===== src/rtl/mem_pkg.sv =====
// mem_pkg: shared definitions for the memory-stage engine.
//   - access size encodings (SZ_B/SZ_H/SZ_W/SZ_D)
//   - FSM state enum for mem_access_unit
//   - held-instruction record kept while a transaction is outstanding
//   - byte-enable and alignment helpers
package mem_pkg;

    localparam logic [1:0] SZ_B = 2'd0;
    localparam logic [1:0] SZ_H = 2'd1;
    localparam logic [1:0] SZ_W = 2'd2;
    localparam logic [1:0] SZ_D = 2'd3;

    typedef enum logic [1:0] {
        IDLE = 2'd0,
        BUSY = 2'd1,
        DONE = 2'd2
    } state_e;

    // Everything the DONE cycle and the load extender need about the
    // instruction that launched the transaction.
    typedef struct packed {
        logic        rwe;
        logic        m2r;
        logic [4:0]  rd;
        logic [63:0] alu;
        logic [1:0]  size;
        logic        uns;
        logic [2:0]  off;
    } hold_t;

    // Contiguous byte mask of the access width, shifted into its lane.
    // Bits shifted past lane 7 are dropped.
    function automatic logic [7:0] be_mask(input logic [1:0] size, input logic [2:0] off);
        logic [7:0] base;
        case (size)
            SZ_B:    base = 8'h01;
            SZ_H:    base = 8'h03;
            SZ_W:    base = 8'h0F;
            default: base = 8'hFF;
        endcase
        return base << off;
    endfunction

    // Low address bits that must be zero for a naturally aligned access.
    function automatic logic [2:0] align_mask(input logic [1:0] size);
        logic [2:0] m;
        case (size)
            SZ_B:    m = 3'b000;
            SZ_H:    m = 3'b001;
            SZ_W:    m = 3'b011;
            default: m = 3'b111;
        endcase
        return m;
    endfunction

endpackage


===== src/rtl/mem_lane_align.sv =====
// mem_lane_align: combinational lane steering for the memory stage.
//   Store side: st_size_i/st_off_i/st_data_i -> be_o (byte enables),
//               wdata_o (data shifted into its byte lanes).
//   Load side:  ld_size_i/ld_off_i/ld_uns_i/rdata_i -> load_o (selected
//               bytes right-justified, sign- or zero-extended to 64 bits).
module mem_lane_align
    import mem_pkg::*;
(
    input  logic [1:0]  st_size_i,
    input  logic [2:0]  st_off_i,
    input  logic [63:0] st_data_i,
    output logic [7:0]  be_o,
    output logic [63:0] wdata_o,
    input  logic [1:0]  ld_size_i,
    input  logic [2:0]  ld_off_i,
    input  logic        ld_uns_i,
    input  logic [63:0] rdata_i,
    output logic [63:0] load_o
);

    logic [63:0] ld_sh;

    assign be_o    = be_mask(st_size_i, st_off_i);
    assign wdata_o = st_data_i << {st_off_i, 3'b000};
    assign ld_sh   = rdata_i >> {ld_off_i, 3'b000};

    always_comb begin
        load_o = ld_sh;
        case (ld_size_i)
            SZ_B:    load_o = {{56{ld_sh[7]  & ~ld_uns_i}}, ld_sh[7:0]};
            SZ_H:    load_o = {{48{ld_sh[15] & ~ld_uns_i}}, ld_sh[15:0]};
            SZ_W:    load_o = {{32{ld_sh[31] & ~ld_uns_i}}, ld_sh[31:0]};
            default: load_o = ld_sh;
        endcase
    end

endmodule


===== src/rtl/mem_access_unit.sv =====
// mem_access_unit: memory-stage engine between EX/MEM and MEM/WB.
//   Inputs : EX/MEM instruction (valid_i, mem_read_i, mem_write_i, size_i,
//            unsigned_i, reg_write_en_i, mem_to_reg_i, reg_write_addr_i,
//            alu_i, store_data_i) and data-memory response (dmem_ack_i,
//            dmem_rdata_i).
//   Outputs: stall_o (freeze upstream), misalign_o, the data-memory request
//            (dmem_req_o/we/addr/be/wdata, registered) and the MEM/WB
//            inputs (reg_write_en_o, mem_to_reg_o, reg_write_addr_o, alu_o,
//            load_data_o).
//   FSM: IDLE -> BUSY (request outstanding) -> DONE (hand result to MEM/WB).
module mem_access_unit
    import mem_pkg::*;
(
    input  logic        clk_i,
    input  logic        rst_ni,
    input  logic        valid_i,
    input  logic        mem_read_i,
    input  logic        mem_write_i,
    input  logic [1:0]  size_i,
    input  logic        unsigned_i,
    input  logic        reg_write_en_i,
    input  logic        mem_to_reg_i,
    input  logic [4:0]  reg_write_addr_i,
    input  logic [63:0] alu_i,
    input  logic [63:0] store_data_i,
    output logic        stall_o,
    output logic        misalign_o,
    output logic        dmem_req_o,
    output logic        dmem_we_o,
    output logic [63:0] dmem_addr_o,
    output logic [7:0]  dmem_be_o,
    output logic [63:0] dmem_wdata_o,
    input  logic        dmem_ack_i,
    input  logic [63:0] dmem_rdata_i,
    output logic        reg_write_en_o,
    output logic        mem_to_reg_o,
    output logic [4:0]  reg_write_addr_o,
    output logic [63:0] alu_o,
    output logic [63:0] load_data_o
);

    state_e      state_q, state_d;
    logic        req_q, req_d;
    logic        we_q, we_d;
    logic [63:0] addr_q, addr_d;
    logic [7:0]  be_q, be_d;
    logic [63:0] wdata_q, wdata_d;
    logic [63:0] load_q, load_d;
    hold_t       hold_q, hold_d;

    logic        mem_op, aligned, stall, misalign;
    logic [7:0]  be_w;
    logic [63:0] wdata_w, load_w;

    assign mem_op  = valid_i & (mem_read_i | mem_write_i);
    assign aligned = (alu_i[2:0] & align_mask(size_i)) == 3'b000;

    // Store lanes come from the live instruction (used at launch); load
    // extension uses the held copy because ack arrives cycles later.
    mem_lane_align u_align (
        .st_size_i (size_i),
        .st_off_i  (alu_i[2:0]),
        .st_data_i (store_data_i),
        .be_o      (be_w),
        .wdata_o   (wdata_w),
        .ld_size_i (hold_q.size),
        .ld_off_i  (hold_q.off),
        .ld_uns_i  (hold_q.uns),
        .rdata_i   (dmem_rdata_i),
        .load_o    (load_w)
    );

    always_comb begin
        state_d          = state_q;
        req_d            = req_q;
        we_d             = we_q;
        addr_d           = addr_q;
        be_d             = be_q;
        wdata_d          = wdata_q;
        load_d           = load_q;
        hold_d           = hold_q;
        stall            = 1'b0;
        misalign         = 1'b0;
        reg_write_en_o   = valid_i & reg_write_en_i;
        mem_to_reg_o     = mem_to_reg_i;
        reg_write_addr_o = reg_write_addr_i;
        alu_o            = alu_i;
        load_data_o      = load_q;

        case (state_q)
            IDLE: begin
                if (mem_op) begin
                    if (aligned) begin
                        stall       = 1'b1;
                        state_d     = BUSY;
                        req_d       = 1'b1;
                        we_d        = mem_write_i;
                        addr_d      = {alu_i[63:3], 3'b000};
                        be_d        = be_w;
                        wdata_d     = wdata_w;
                        hold_d.rwe  = valid_i & reg_write_en_i;
                        hold_d.m2r  = mem_to_reg_i;
                        hold_d.rd   = reg_write_addr_i;
                        hold_d.alu  = alu_i;
                        hold_d.size = size_i;
                        hold_d.uns  = unsigned_i;
                        hold_d.off  = alu_i[2:0];
                    end else begin
                        misalign       = 1'b1;
                        reg_write_en_o = 1'b0;
                    end
                end
            end
            BUSY: begin
                stall = 1'b1;
                if (dmem_ack_i) begin
                    load_d  = load_w;
                    req_d   = 1'b0;
                    we_d    = 1'b0;
                    state_d = DONE;
                end
            end
            DONE: begin
                state_d          = IDLE;
                reg_write_en_o   = hold_q.rwe;
                mem_to_reg_o     = hold_q.m2r;
                reg_write_addr_o = hold_q.rd;
                alu_o            = hold_q.alu;
            end
            default: state_d = IDLE;
        endcase

        // MEM/WB must capture a bubble while upstream is frozen.
        if (stall) begin
            reg_write_en_o = 1'b0;
            mem_to_reg_o   = 1'b0;
        end
    end

    // Gated by reset so these drop immediately, even with a memory op
    // still sitting on the inputs.
    assign stall_o    = stall & rst_ni;
    assign misalign_o = misalign & rst_ni;

    always_ff @(posedge clk_i or negedge rst_ni) begin
        if (!rst_ni) begin
            state_q <= IDLE;
            req_q   <= 1'b0;
            we_q    <= 1'b0;
            addr_q  <= '0;
            be_q    <= '0;
            wdata_q <= '0;
            load_q  <= '0;
            hold_q  <= '0;
        end else begin
            state_q <= state_d;
            req_q   <= req_d;
            we_q    <= we_d;
            addr_q  <= addr_d;
            be_q    <= be_d;
            wdata_q <= wdata_d;
            load_q  <= load_d;
            hold_q  <= hold_d;
        end
    end

    assign dmem_req_o   = req_q;
    assign dmem_we_o    = we_q;
    assign dmem_addr_o  = addr_q;
    assign dmem_be_o    = be_q;
    assign dmem_wdata_o = wdata_q;

endmodule


===== config.mk =====
export PLATFORM = sky130hd
export DESIGN_NAME = mem_access_unit
export DESIGN_NICKNAME = d
export VERILOG_FILES = /design/src/rtl/mem_pkg.sv /design/src/rtl/mem_lane_align.sv /design/src/rtl/mem_access_unit.sv
export SDC_FILE = /design/constraint.sdc
export NUM_CORES = 1
export LEC_CHECK = 0
export BUFFER_PORTS_ARGS = -buffer_cell sky130_fd_sc_hd__buf_2
export CORE_AREA = 2 2 186 188
export CTS_CLUSTER_DIAMETER = 150
export DETAILED_ROUTE_END_ITERATION = 8
export DIE_AREA = 0 0 188 190
export PLACE_DENSITY = 0.65
export SYNTH_ARGS = -nofsm -noshare
export SYNTH_HDL_FRONTEND = slang
export SYNTH_SLANG_ARGS = --single-unit

===== constraint.sdc =====
create_clock -name clk_i -period 6.1 [get_ports clk_i]
set_clock_uncertainty 0.15 [all_clocks]
set_input_delay 1.22 -clock clk_i [delete_from_list [all_inputs] [get_ports clk_i]]
set_output_delay 1.22 -clock clk_i [all_outputs]
set_load 0.1 [all_outputs]

* Word-level counts from Yosys, hierarchy flattened
Index checks and enable logic that the tools add are counted.
** Operators by class
- Reductions and logical operators :: 9
- Equal/unequal tests :: 9
- Bitwise logic cells :: 10
- Shifts and indexed selects :: 3
- Multiplexer cells :: 28
** Operator list (number)
- 64-bit one-hot mux with 3 select lines :: 1
- 64-bit 2-to-1 mux :: 1
- 64-bit by 6-bit left shift with 64-bit output :: 1
- 64-bit by 6-bit right shift with 64-bit output :: 1
- 8-bit one-hot mux with 3 select lines :: 1
- 1-bit 2-to-1 mux :: 15
- 3-bit one-hot mux with 3 select lines :: 1
- 1-bit one-hot mux with 2 select lines :: 4
- 8-bit by 3-bit left shift with 8-bit output :: 1
- 1-bit AND :: 7
- 2-bit by 1-bit == test with 1-bit output, second input constant :: 3
- 2-bit == test, second input constant :: 3
- 2-bit logical NOT :: 3
- 2-bit 2-to-1 mux :: 3
- 2-bit != test, second input constant :: 3
- 3-bit AND reduction :: 2
- 5-bit 2-to-1 mux :: 1
- 2-bit one-hot mux with 2 select lines :: 1
- 4-bit AND reduction :: 1
- 3-bit AND :: 1
- 3-bit logical NOT :: 1
- 2-bit AND reduction :: 1
- 2-bit nonzero test :: 1
- 1-bit NOT :: 1
- 1-bit bitwise OR :: 1
** Word-level totals
- Word-level logic and storage cells :: 73
- Flip-flop bits (word level) :: 278
- Output and inout port bits :: 275

* Depth between registers and ports, before layout
Gate-level depths: netlist (run 1).
- Word-level depth :: 8
- Depth in mapped cells :: 9
- Gate-level depth less buffers :: 6

* Modules after synthesis
Synthesis (run 1) repeated with hierarchy kept, for this count alone.
** Second synthesis, totals
- Cell total of the unflattened synthesis :: 1260
- Area, all modules :: 13402.9 µm²
** Modules (own cells, without submodules)
- mem_access_unit :: instances 1, cells an instance 753, area each 9342.7 µm²
- mem_lane_align :: instances 1, cells an instance 507, area each 4060.1 µm²

* Least setup slack after synthesis (run 1)
No wires, ideal clock.
- Path type :: input port to output port
- Start :: input port alu_i[2]
- End :: output port stall_o
- Data required time :: 4.730 ns
- Stages on the path :: 7
- Arrival :: 4.283 ns
- Path buffers :: 3
- Setup slack :: 0.447 ns
- Cells stage by stage :: clkbuf_1 a21oi_1 o21ai_0 nand2b_1 buf_2 clkbuf_1 a21boi_0
** Between the ends
- Cells in the longest elaborated chain, start to end :: 6
** Ends and longest elaborated chain
- start: declaration :: RTL line mem_access_unit.sv:24 : input logic [63:0] alu_i,
- 3-bit AND :: RTL line mem_access_unit.sv:56 : assign aligned = (alu_i[2:0] & align_mask(size_i)) == 3'b000;
- 3-bit logical NOT :: RTL line mem_access_unit.sv:56
- 1-bit 2-to-1 mux :: RTL line mem_access_unit.sv:93 : if (aligned) begin
- 1-bit 2-to-1 mux :: RTL line mem_access_unit.sv:92 : if (mem_op) begin
- 1-bit one-hot mux with 2 select lines :: RTL line mem_access_unit.sv:90 : case (state_q)
- 1-bit AND :: RTL line mem_access_unit.sv:142 : assign stall_o = stall & rst_ni;
- end: declaration :: RTL line mem_access_unit.sv:26 : output logic stall_o,
No other way between the ends.

* Final worst setup path (run 1)
- Start :: input port size_i[1]
- End :: output port mem_to_reg_o
** Between the ends
- Cells in the longest elaborated chain, start to end :: 8
** Ends and longest elaborated chain
- start: declaration :: RTL line mem_access_unit.sv:19 : input logic [1:0] size_i,
- 2-bit == test (tied with other cells) :: RTL line mem_pkg.sv:47 : case (size)
- 3-bit one-hot mux with 3 select lines * :: RTL line mem_pkg.sv:47
- 3-bit AND * :: RTL line mem_access_unit.sv:56
- 3-bit logical NOT * :: RTL line mem_access_unit.sv:56
- 1-bit 2-to-1 mux * :: RTL line mem_access_unit.sv:93
- 1-bit 2-to-1 mux * :: RTL line mem_access_unit.sv:92
- 1-bit one-hot mux with 2 select lines * :: RTL line mem_access_unit.sv:90
- 1-bit 2-to-1 mux * :: RTL line mem_access_unit.sv:134 : if (stall) begin
- end: declaration :: RTL line mem_access_unit.sv:36 : output logic mem_to_reg_o,
Every way passes the cells marked *; elsewhere a longest branch is shown, timed or not.

==> qor.csv, run 1 <==
metric,value,unit
RSZ-0062 raised after global routing,false,
Placed Instance Area,15300,um2
Clock Path Buffers,3,
Initial Util,38.6,%
Synth Flop Type,dfrtp_1,
TritonCTS Buffers,26,
final wirelength,46.6,mm
CP Cell Sequence,buf_2 -> inv_1 -> o21ai_0 -> nor2b_4 -> buf_4 -> nor2_1 -> buf_2,
Clock Latency Late Sink,0.53,ns
critical path required time,4.73,ns
"Slowest-stage cell, CP",o21ai_0,
final std cells w/o fill,2213,
depth of the CTS H-tree,1,
PortBufs,479,
reg2reg path depth,7,
Ports,483,
clock slew at reported path FFs,0.06,ns
Worst Hold Depth,1,
FF-to-FF Start,hold_q[7]$_DFFE_PN0P_,
RR Endpoint,load_data_o[63]$_DFFE_PN0P_,
die area,35700,um2
Max Fanout on Critical Path,31,
Final nets,1943,
cells after synthesis,1378,
mean post-synth cell area,9.52,um2
post-route cell area,16300,um2
total of max-cap violations,0,
Layout area overhead,24.1,%
CTS tree,built,
Leakage,7.79,nW
Placed Cells incl. Taps,2162,
R2R setup slack,2.60,ns
final hold viol count,0,
Synth cell types,60,
GR Overflow Total,0,
Root Driver,clkbuf_16,
wire per inst,21.1,um
die width,188,um
DP HPWL,34.3,mm
# resized after CTS,0,
final setup violation count,0,
DP Worst Slack,1.61,ns
post-CTS setup buffers,0,
clk sinks,214,
largest stage delay on the critical path,0.64,ns
async set or reset register ratio after synthesis,100,%
synth top area cells,"dfrtp_1 (41%), nand2_1 (9.9%), mux2_2 (8.9%)",
highest clock rate,0.223,GHz
CP Launch Type,primary input,
Tot GR Track Use,24.9,%
WHS Endpoint,dmem_be_o[2]$_DFFE_PN0P_,
Row Count,68,
period utilisation layout,73.4,%
gpl congestion,0.901,
Setup crit end kind,output pin,
hold crit path type,reg2reg,
Rel. slew slack,20.4,%
largest net degree at the start of global routing,116,
Slew Limit Fails,0,
CP arrival,3.11,ns
Post-synth EDFFs,0,
Detail Route Antenna Nets,0,
Hold Path Origin,dmem_be_o[2]$_DFFE_PN0P_,
fraction of layout cells with a size suffix above 1,41.8,%
vias,11953,
"Min Clock Period, post-route",4.48,ns
initial antenna violation count,9,
setup TNS,0,ns
Synth Cell Area,13100,um2
CP dominant cell by count,buf_2,
pwr dens,611,nW/um2
post-synth top area cell,dfrtp_1,
"IR drop worst, VDD",0.436,mV
Final WS setup,1.62,ns
first-pass GRT wire length,69.1,mm
sequential area share after synthesis,40.8,%
"FF+latch count, synth",214,
Via density,5.40,
hold_buf cts,0,
Fillers,3256,
worst slew pin tran,1.19,ns
vias in the first global route,11483,
status,finished clean,
DIE HEIGHT,190,um
critical path class,in2out,
top-area cell type share of the netlist area,40.8,%
1st-pass router iterations,5,
Synth Warn #,0,
Starting DRT DRC Count,909,
CORE AREA,33900,um2
drt drc,0,
==> state kept, by name, indices dropped and copies added (netlist names) <==
register      count
hold_q           74
dmem_we_o         1
dmem_be_o         8
dmem_wdata_o     64
load_data_o      64
dmem_req_o        1
state_q           2
==> metrics by stage <==
step	hold slack, ns	util [%]	power [mW]
global route	0.348	47.9	10.3
global placement	0.307	45.1	8.22
CTS	0.325	47.9	10.0
floorplan	0.290	-	7.36
detailed placement	0.312	45.1	8.26
finish	0.321	47.9	9.95
==> cell families after synthesis <==
logic type	Yosys count	share of synthesized area (%)
simple gates	495	15.7
compound gates	274	14.7
mux	214	21.1
flops	214	40.8
buf+inv	180	7.61
other cells	1	0.0286
==> metal layers <==
metal  share of wire [%]  routed length [um]  GRT usage [%]
met3                 8.4                3900           5.68
met5                0.13                  60              0
met4                 3.1                1440           8.06
met2                  48               22500           41.8
met1                  40               18600           32.0
==> cell usage after synthesis (all sizes together), types with 2 or more instances <==
master,instances
a311oi,2
nor2,88
a211oi,8
nor3,4
and2,7
or2,5
mux2i,70
nand2,346
clkinv,2
buf,110
nor4b,2
a211o,2
o2bb2ai,2
or3b,2
mux2,104
nand2b,9
o21ai,78
o221ai,3
a22oi,15
nand4,2
a31oi,45
clkbuf,64
a21o,2
o22ai,2
inv,4
o32a,2
o41ai,6
nor2b,19
o22a,2
a21oi,54
a21boi,3
mux4,40
o21a,11
nand3,4
o211ai,9
dfrtp,214
o31ai,17
nor3b,2
a22o,8
==> worst max-delay path by stage <==
stage,startpoint,end,slack (ns),depth (start not counted)
after floorplan,alu_i[2],stall_o,0.45,7
after global placement,size_i[1],mem_to_reg_o,1.66,7
after detailed placement,size_i[0],mem_to_reg_o,1.61,7
after CTS,size_i[1],mem_to_reg_o,1.61,7
after global routing,size_i[1],mem_to_reg_o,1.47,7
final,size_i[1],mem_to_reg_o,1.62,7
==> critical path, delay by kind of cell <==
family          cells  cell delay, ns
buf+inv             4            1.04
compound gates      1            0.64
simple gates        2            0.20
==> final cells by class <==
type,instances,area (um2),share of cell area (%)
diodes,5,12.5,0.0769
clock buffers,38,777,4.77
clock inverters,8,171,1.05
inverters,6,23.8,0.146
multi-input cells,986,6790,41.7
flip-flops and latches,214,5360,32.9
well taps,455,569,3.50
repair buffers,501,2570,15.8
==> power by group <==
group / total [mW] / switching, mW / internal (mW)
combinational: 5.96 / 4.94 / 1.03
clock: 1.71 / 0.624 / 1.09
sequential: 2.28 / 0.375 / 1.90
total: 9.95 / 5.94 / 4.02
==> layout by cell type (no fill, tap or decap), drive strengths merged, types with 9 or more instances in the layout <==
cell type	instances
buf	501
nand2	346
dfrtp	214
mux2	104
nor2	88
o21ai	78
mux2i	70
a21oi	54
a31oi	45
mux4	40
clkbuf	38
nor2b	19
o31ai	17
a22oi	15
o21a	11
o211ai	9
nand2b	9
Power figures use the tool's default switching activity.
==> run 2, diff against run 1 <==
--- a/config.mk
+++ b/config.mk
@@ -5,12 +5,13 @@
 export SDC_FILE = /design/constraint.sdc
 export NUM_CORES = 1
 export LEC_CHECK = 0
+export ABC_AREA = 1
 export BUFFER_PORTS_ARGS = -buffer_cell sky130_fd_sc_hd__buf_2
 export CORE_AREA = 2 2 186 188
 export CTS_CLUSTER_DIAMETER = 150
 export DETAILED_ROUTE_END_ITERATION = 8
 export DIE_AREA = 0 0 188 190
-export PLACE_DENSITY = 0.65
+export PLACE_DENSITY = 0.69
 export SYNTH_ARGS = -nofsm -noshare
 export SYNTH_HDL_FRONTEND = slang
 export SYNTH_SLANG_ARGS = --single-unit
==> constraint.sdc (replaced) <==
create_clock -name clk_i -period 3.99 [get_ports clk_i]
set_clock_uncertainty 0.15 [all_clocks]
set_input_delay 0.798 -clock clk_i [delete_from_list [all_inputs] [get_ports clk_i]]
set_output_delay 0.798 -clock clk_i [all_outputs]
set_load 0.1 [all_outputs]
==> run 2 against run 1 <==
Global-route usage up 1.9 points. Core utilization up 0.46 points. Routed wire length up 6.8%. Flip-flop and latch count unchanged. Hold slack worse by 0.26 ns. Non-clock buffer count up 7. Count of clock-buffer cells in the layout unchanged. Setup slack worse by 1.2 ns. Register-to-register slack worse by 1.2 ns.
==> qor.csv, run 2 <==
metric,value,unit,change
Clock Latency Late Sink,0.55,ns,was 0.53 ns
Layout area overhead,21.3,%,was 24.1%
die width,188,um,unchanged
die area,35700,um2,unchanged
final std cells w/o fill,2823,,"was 2,213"
"count leader, synth",nand2_1,,unchanged
critical path class,reg2out,,was in2out
worst slew pin tran,1.06,ns,was 1.19 ns
status,finished clean,,unchanged
Fillers,3491,,"was 3,256"
# resized after CTS,0,,unchanged
sequential area share after synthesis,39.5,%,was 40.8%
Tot GR Track Use,26.9,%,was 24.9%
Rel. slew slack,29.1,%,was 20.4%
highest clock rate,0.283,GHz,
first-pass GRT wire length,75.7,mm,was 69.1 mm
utilization of the core after routing,48.4,%,was 47.9%
area of the multi-input gates,6420,um2,was 6790 um2
Via density,5.06,,was 5.40
1st-pass router iterations,6,,was 5
Initial Util,39.9,%,was 38.6%
Detail Route Antenna Nets,0,,unchanged
wire per inst,17.6,um,was 21.1 um
post-synth top area cell,dfrtp_1,,unchanged
Root Driver,clkbuf_16,,unchanged
Synth cell types,37,,was 60
Synth Flop Type,dfrtp_1,,unchanged
TritonCTS Buffers,25,,was 26
vias,14286,,"was 11,953"
clk sinks,214,,unchanged
hold_buf cts,0,,unchanged
Starting DRT DRC Count,1218,,was 909
final hold viol count,0,,unchanged
Max Fanout on Critical Path,61,,was 31
critical path required time,3.04,ns,was 4.73 ns
Setup crit end kind,output pin,,unchanged
async set or reset register ratio after synthesis,100,%,unchanged
clock slew at reported path FFs,0.06,ns,about the same
Ports,483,,unchanged
largest net degree at the start of global routing,170,,was 116
"commonest non-fill, non-tap cell in the layout",nand2_1,,was buf_2
CTS tree,built,,unchanged
gpl congestion,0.974,,was 0.901
post-route cell area,16400,um2,"was 16,300 um2"
final wirelength,49.8,mm,was 46.6 mm
DIE HEIGHT,190,um,unchanged
Row Count,68,,unchanged
PortBufs,479,,unchanged
final setup violation count,0,,unchanged
CP Cell Sequence,nand2_4 -> buf_12 -> nor2_1 -> a21oi_1 -> buf_2,,was buf_2 -> inv_1 -> o21ai_0 -> nor2b_4 -> buf_4 -> nor2_1 -> buf_2
Slew Limit Fails,0,,unchanged
Synth Cell Area,13500,um2,"was 13,100 um2"
synth top area cells,"dfrtp_1 (40%), nand2_1 (19%), nand3_1 (5.9%)",,"was dfrtp_1 (41%), nand2_1 (9.9%), mux2_2 (8.9%)"
Post-synth EDFFs,0,,unchanged
drt drc,0,,unchanged
Clock Path Buffers,3,,unchanged
register area,5360,um2,about the same
total of max-cap violations,0,,unchanged
RSZ-0062 raised after global routing,false,,unchanged
Reg with most FFs,hold_q,,unchanged
Critical path buffers and inverters,2,,was 4
hold crit path type,in2async,,was reg2reg
depth of the CTS H-tree,1,,unchanged
vias in the first global route,13434,,"was 11,483"
top post-synthesis cells by count,"nand2_1 (699), dfrtp_1 (214), nor2_1 (183)",,"was nand2_1 (346), dfrtp_1 (214), mux2_2 (104)"
"FF+latch count, synth",214,,unchanged
post-CTS setup buffers,0,,unchanged
CP arrival,2.58,ns,was 3.11 ns
mean post-synth cell area,6.74,um2,was 9.52 um2
"Min Clock Period, post-route",3.53,ns,
top-area cell type share of the netlist area,39.5,%,was 40.8%
Placed Instance Area,15700,um2,"was 15,300 um2"
largest stage delay on the critical path,0.49,ns,was 0.64 ns
initial antenna violation count,4,,was 9
Synth Warn #,0,,unchanged
most frequent cells in the layout,"nand2_1 (698), buf_2 (475), dfrtp_1 (213), nor2_1 (183), nand3_1 (159)",,"was buf_2 (477), nand2_1 (346), dfrtp_1 (211), mux2_2 (104), nor2_1 (87)"
DP HPWL,37.4,mm,was 34.3 mm
cells after synthesis,2011,,"was 1,378"
Top delay family on crit path,buffers and inverters,,unchanged
Final nets,2556,,"was 1,943"
Placed Cells incl. Taps,2776,,"was 2,162"
"Slowest-stage cell, CP",buf_2,,was o21ai_0
GR Overflow Total,0,,unchanged
CP Launch Type,register,,was primary input
fraction of layout cells with a size suffix above 1,26.2,%,was 41.8%
period utilisation layout,88.5,%,
CORE AREA,33900,um2,unchanged
Largest register FFs,74,,unchanged
## run 2: changes by cell type after synthesis, moves of 40 or more
cell,delta
or2_2,+43
mux2_2,-104
nand3_1,+155
nand2_1,+353
o21ai_1,+101
nor2_1,+96
mux2i_1,-59
mux4_2,-40
inv_1,+139
## run 2: path summary, 6_finish.rpt
| path | from | end | slack, ns | cells after the start |
|---|---|---|---|---|
| hold / removal | rst_ni | load_data_o[40]$_DFFE_PN0P_ | 0.06 | 1 |
| min in group clk_i | load_data_o[10]$_DFFE_PN0P_ | load_data_o[10]$_DFFE_PN0P_ | 0.32 | 2 |
| max in group asynchronous | rst_ni | dmem_wdata_o[22]$_DFFE_PN0P_ | 1.79 | 3 |
| hold reg to reg | load_data_o[10]$_DFFE_PN0P_ | load_data_o[10]$_DFFE_PN0P_ | 0.32 | 2 |
| setup reg to reg | hold_q[7]$_DFFE_PN0P_ | load_data_o[39]$_DFFE_PN0P_ | 1.41 | 8 |
| setup / recovery | state_q[1]$_DFFE_PN0P_ | alu_o[44] | 0.46 | 5 |
## run 2: cells by family (layout without fill, tap and decap cells)
kind of cell | after synthesis | count (layout) | share of synthesized area, %
other | 1 | 8 | 0.0277
buffers and inverters | 351 | 701 | 13.3
multiplexers | 11 | 11 | 0.813
AND/OR/NAND/NOR | 1109 | 1109 | 33.9
flip-flops | 214 | 214 | 39.5
AO/OA/AOI/OAI | 325 | 325 | 12.5
## run 2: layer usage
metal  share of wire, %  track usage [%]  vias to the layer above
met3                8.3             5.96                       80
met5              0.032                0                        -
met4                3.2             8.75                        2
met1                 40             34.0                     6647
li1                   -                -                     6947
met2                 48             45.5                      610
## run 2: layout make-up
cell class | instances | share of cell area (%)
Multi-Input combinational cell | 1448 | 39.1
Sequential cell | 214 | 32.6
Timing Repair Buffer | 508 | 16.6
Clock buffer | 38 | 4.53
Inverter | 151 | 3.49
Tap cell | 455 | 3.46
Clock inverter | 4 | 0.145
Antenna cell | 5 | 0.0761
## run 2: through the flow
| stage | TNS (ns) | setup slack (ns) | hold WS, ns |
|---|---|---|---|
| floorplan | -0.0942 | -0.0314 | 0.299 |
| global placement | 0 | 0.823 | 0.303 |
| detailed placement | 0 | 0.813 | 0.311 |
| CTS | 0 | 0.500 | 0.0575 |
| global route | 0 | 0.361 | 0.0732 |
| finish | 0 | 0.458 | 0.0614 |
Power of run 2 is not shown: default switching activity piles up to over one toggle a cycle in this logic, so the estimate is an artifact.
